`src/rtl/bounded_step_counter.sv`:
```
`default_nettype none
// ============================================================================
// Module   : bounded_step_counter
// Brief    : Emits step indices 0..limit-1, one per non-stalled cycle, then a
//            single-cycle done pulse. Feeds the interpolator compare stage.
// Revision : 1.0 - initial release
// ============================================================================
module bounded_step_counter #(
  parameter int DATA_WIDTH = 13
) (
  input  logic                  clk_i,
  input  logic                  rstn_i,
  input  logic                  start_i,
  input  logic [DATA_WIDTH-1:0] limit_i,
  input  logic                  stall_i,
  output logic [DATA_WIDTH-1:0] count_o,
  output logic                  count_valid_o,
  output logic                  busy_o,
  output logic                  done_o
);

  typedef enum logic [1:0] {
    ST_IDLE = 2'd0,
    ST_RUN  = 2'd1,
    ST_DONE = 2'd2
  } state_t;

  localparam logic [DATA_WIDTH:0]   c_ONE_EXT = {{DATA_WIDTH{1'b0}}, 1'b1};
  localparam logic [DATA_WIDTH-1:0] c_ZERO    = '0;

  state_t                r_state;
  logic [DATA_WIDTH-1:0] r_limit;
  logic [DATA_WIDTH-1:0] r_count;

  // The increment is one bit wider than the count so a limit of all-ones
  // still compares correctly and the count never wraps.
  logic [DATA_WIDTH:0]   w_count_inc;
  logic                  w_more;

  assign w_count_inc = {1'b0, r_count} + c_ONE_EXT;
  assign w_more      = (w_count_inc < {1'b0, r_limit});

  // Sequencer: latch limit on accepted start, advance on non-stalled RUN cycles
  always_ff @(posedge clk_i or negedge rstn_i) begin
    if (!rstn_i) begin
      r_state <= ST_IDLE;
      r_limit <= c_ZERO;
      r_count <= c_ZERO;
    end else begin
      case (r_state)
        ST_IDLE: begin
          if (start_i) begin
            r_limit <= limit_i;
            r_count <= c_ZERO;
            r_state <= (limit_i != c_ZERO) ? ST_RUN : ST_DONE;
          end
        end
        ST_RUN: begin
          if (!stall_i) begin
            if (w_more) begin
              r_count <= w_count_inc[DATA_WIDTH-1:0];
            end else begin
              r_state <= ST_DONE;
            end
          end
        end
        ST_DONE: begin
          r_state <= ST_IDLE;
        end
        default: begin
          r_state <= ST_IDLE;
        end
      endcase
    end
  end

  // Moore status decode; valid is additionally gated by the downstream stall
  always_comb begin
    count_o       = r_count;
    count_valid_o = (r_state == ST_RUN) && !stall_i;
    busy_o        = (r_state == ST_RUN) || (r_state == ST_DONE);
    done_o        = (r_state == ST_DONE);
  end

endmodule
`default_nettype wire

```
`config.mk`:
```
export PLATFORM = sky130hd
export DESIGN_NAME = bounded_step_counter
export DESIGN_NICKNAME = d
export VERILOG_FILES = /design/src/rtl/bounded_step_counter.sv
export SDC_FILE = /design/constraint.sdc
export NUM_CORES = 1
export LEC_CHECK = 0
export BUFFER_PORTS_ARGS = -buffer_cell sky130_fd_sc_hd__buf_2
export CAP_MARGIN = 20
export CORE_ASPECT_RATIO = 2
export CORE_MARGIN = 3
export CORE_UTILIZATION = 30
export CTS_CLUSTER_DIAMETER = 40
export DETAILED_ROUTE_END_ITERATION = 7
export PLACE_DENSITY = 0.51
export SLEW_MARGIN = 20
export SYNTH_ARGS = -nofsm -noshare
export SYNTH_HDL_FRONTEND = slang
export SYNTH_SLANG_ARGS = --single-unit
```
`constraint.sdc`:
```
create_clock -name clk_i -period 6.4 [get_ports clk_i]
set_clock_uncertainty 0.1 [all_clocks]
set_input_delay 0 -clock clk_i [delete_from_list [all_inputs] [get_ports clk_i]]
set_output_delay 0 -clock clk_i [all_outputs]
set_load 0.05 [all_outputs]
```
==> run_results.csv <==
group,metric,value,unit
floorplan,rows,40,
worst_setup_path,crit_type,"reg -> reg",
sta,final_hold_viol_count,0,
detailed_routing,vias_per_cell,5.13,
global_routing,grt_pass1_wl,7980,um
logic_synthesis,syn_area_per_cell,10.2,sq um
logic_synthesis,synth_flop_cell,"dfrtp_1",
logic_synthesis,synth-edff-count,0,
worst_setup_path,required,6440,ps
clock_network,clkTransAtPathRegs,70,ps
logic_synthesis,seq_area_frac_synth,37.1,%
global_routing,track_usage,14.3,%
logic_synthesis,yosys.cell_types.count,47,
worst_setup_path,worstSetupStartpointType,"flop",
sta,worst_slack,2920,ps
global_routing,grt_max_degree,29,
finish,drive_gt1_share,23.1,%
floorplan,die_area,7340,sq um
place,routabilityCongestion,0.807,
global_routing,grt-ovfl-total,0,
floorplan,die_h,118,um
logic_synthesis,netlist.top_cell.by_area,"dfrtp_1",
clock_network,cts_buffer_depth,2,
place,dp_hpwl,3870,um
place,pre_cts_ws,2920,ps
clock_network,clk_latency,260,ps
logic_synthesis,synth_cells,186,
logic_synthesis,yosysWarnings,0,
logic_synthesis,synthArstFlopShare,100,%
sta,worst_pin_slew,699,ps
worst_setup_path,crit_fanout,16,
logic_synthesis,syn_nets,220,
logic_synthesis,yosysTopAreaCellShare,37.1,%
sta,slew_violations,0,
worst_setup_path,max_stage_delay,480,ps
finish,diodes,0,
clock_network,post-cts-setup-buffer-count,0,
floorplan,die_w,62.1,um
finish,nets,265,
detailed_routing,detail-route-antenna-nets,0,
finish,areaGrowthSynthToFinish,23.4,%
job,max-cap-violations,0,
sta,fmax,0.287,GHz
floorplan,pin_count,33,
global_routing,grt_pass1_vias,1623,
worst_setup_path,crit_path_top_delay_cell,"dfrtp_1",
logic_synthesis,ys_ff_latch,28,
sta,finalSetupViolations,0,
pwr,p_leak,1.12,nW
clock_network,cts_made_buffers,3,
min_path,holdCritPathClass,"in -> reg",
detailed_routing,drc,0,
clock_network,htreeDepth,1,
floorplan,start_util,31.2,%
logic_synthesis,syn-cell-area,1890,sq um
sta,finalCritPeriodShare,54.4,%
sta,grt_setup_unrepaired,"no",
place,port_buffers,32,
detailed_routing,drt_wl_total,4950,um
logic_synthesis,yosys-top-cells-area,"dfrtp_1 37%, ha_1 11%, mux2_2 7.8%",
pwr,ir_drop,0.156,mV
worst_setup_path,crit_chain,"and4_1 > and4_1 > nand3_1 > xnor2_1 > ha_1 > a211oi_1 > o221a_4 > nand2_1 > o311ai_0 > nand3_1",
sta,tns,0,ps
global_routing,antenna_found_initial,0,
clock_network,tritoncts,"yes",
pwr,powerDensity,339,nW/um^2
detailed_routing,drt_first_pass_iters,4,
clock_network,root_buffer,"clkbuf_16",
sta,finalCriticalPeriod,3480,ps
worst_setup_path,crit_buf_inv,0,
sta,slew_headroom,53.1,%
detailed_routing,vias,1605,
floorplan,core,6060,sq um
detailed_routing,wl_per_cell,15.8,um
detailed_routing,first_iter_violations,51,
clock_network,cts_sinks,28,
worst_setup_path,cp-end-kind,"flop",
run_status,status,"finished, final reports clean",
worst_setup_path,crit_arrival,3520,ps
worst_setup_path,crit_family,"simple AND/OR/NAND/NOR gates",
## timing repair
| item | in CTS | in global routing |
|---|---|---|
| endpoints found under the setup margin | 0 | 0 |
| hold endpoints to repair | 41 | 0 |
| gates resized for setup | 0 | 0 |
| hold buffers | 14 | 0 |
## power by group
group	switching (mW)	internal [mW]	leakage (nW)	total, mW
registers	0.0340	0.230	0.359	0.264
clock network	0.0594	0.0830	0.0370	0.142
logic	0.242	0.143	0.725	0.385
total	0.335	0.455	1.12	0.791
## through the flow
stage / cells / cell area (sq um) / util [%] / power (mW) / hold slack, ps
3_5_place_dp: 296 / 2110 / 34.9 / 0.653 / -22.4
2_1_floorplan: 186 / 1890 / - / 0.561 / -396
3_3_place_gp: 296 / 2110 / 34.9 / 0.649 / -21.1
6_report: 313 / 2330 / 38.5 / 0.791 / 153
5_1_grt: 313 / 2330 / 38.5 / 0.850 / 204
4_1_cts: 313 / 2330 / 38.5 / 0.804 / 152
## path summary, 6_finish.rpt
kind                       startpoint          end  slack [ps]  cells past startpoint
setup / recovery           count_o[2]  count_o[11]        2920                     10
hold / removal                start_i   r_state[1]         150                      3
setup reg to reg           count_o[2]  count_o[11]        2920                     10
hold reg to reg            r_limit[5]   r_limit[5]         410                      1
max in group asynchronous      rstn_i   count_o[6]        5560                      2
min in group asynchronous      rstn_i   count_o[1]         200                      2
## worst min-delay path: stages
cell and delay [ps]:
buf_2 110, o21a_1 220, a41oi_1 140
## flip-flops by register name (all words and copies together), names as in the netlist
register and count:
count_o 13, r_limit 13, r_state 2
## cell families (layout without fill, tap and decap cells)
logic type	Yosys count	count (layout)	synth area share, %
compound gates	48	48	19.2
xor+xnor	10	10	4.64
mux	14	14	8.28
fa+ha+maj	17	17	11.3
flops	28	28	37.1
simple gates	45	45	13.9
buf+inv	24	67	5.63
## cell usage in the layout (no fill, tap or decap), types with 5 or more instances in the layout
master,Yosys,routed
buf_2,1,32
dfrtp_1,28,28
inv_1,18,18
ha_1,17,17
dlygate4sd3_1,0,14
mux2_2,13,13
nand2_1,12,12
nand3_1,8,8
xnor2_1,7,7
o2bb2ai_1,7,7
a21oi_1,6,6
a22oi_1,6,6
o21ai_0,5,5
## Yosys cell counts (2+ instances only)
master	count
o21ai_0	5
nand4_1	3
mux2_2	13
nand2_1	12
a21oi_1	6
o21a_1	3
and2_1	3
nor3_1	3
a211o_1	3
nor2_1	2
a41oi_1	2
o41ai_1	2
and4_1	3
or3_1	2
and3_1	3
o2bb2ai_1	7
xnor2_1	7
a22oi_1	6
buf_4	2
o31ai_1	2
inv_1	18
a31oi_1	2
nand3_1	8
xor2_1	3
dfrtp_1	28
ha_1	17
## routing by layer
layer	vias to the layer above	global-route usage [%]	routed length (um)
li1	779	-	-
met4	0	4.65	95
met2	34	26.8	2860
met5	-	0	0
met3	6	1.09	121
met1	786	15.6	1870
## layout make-up
type	instances	area, sq um
clock buffer	3	75.1
fill	632	3730
inverter	18	67.6
multi-input combinational	134	1080
sequential	28	701
tap	84	105
timing repair buffer	46	300
(Power assumes the default switching activity.)
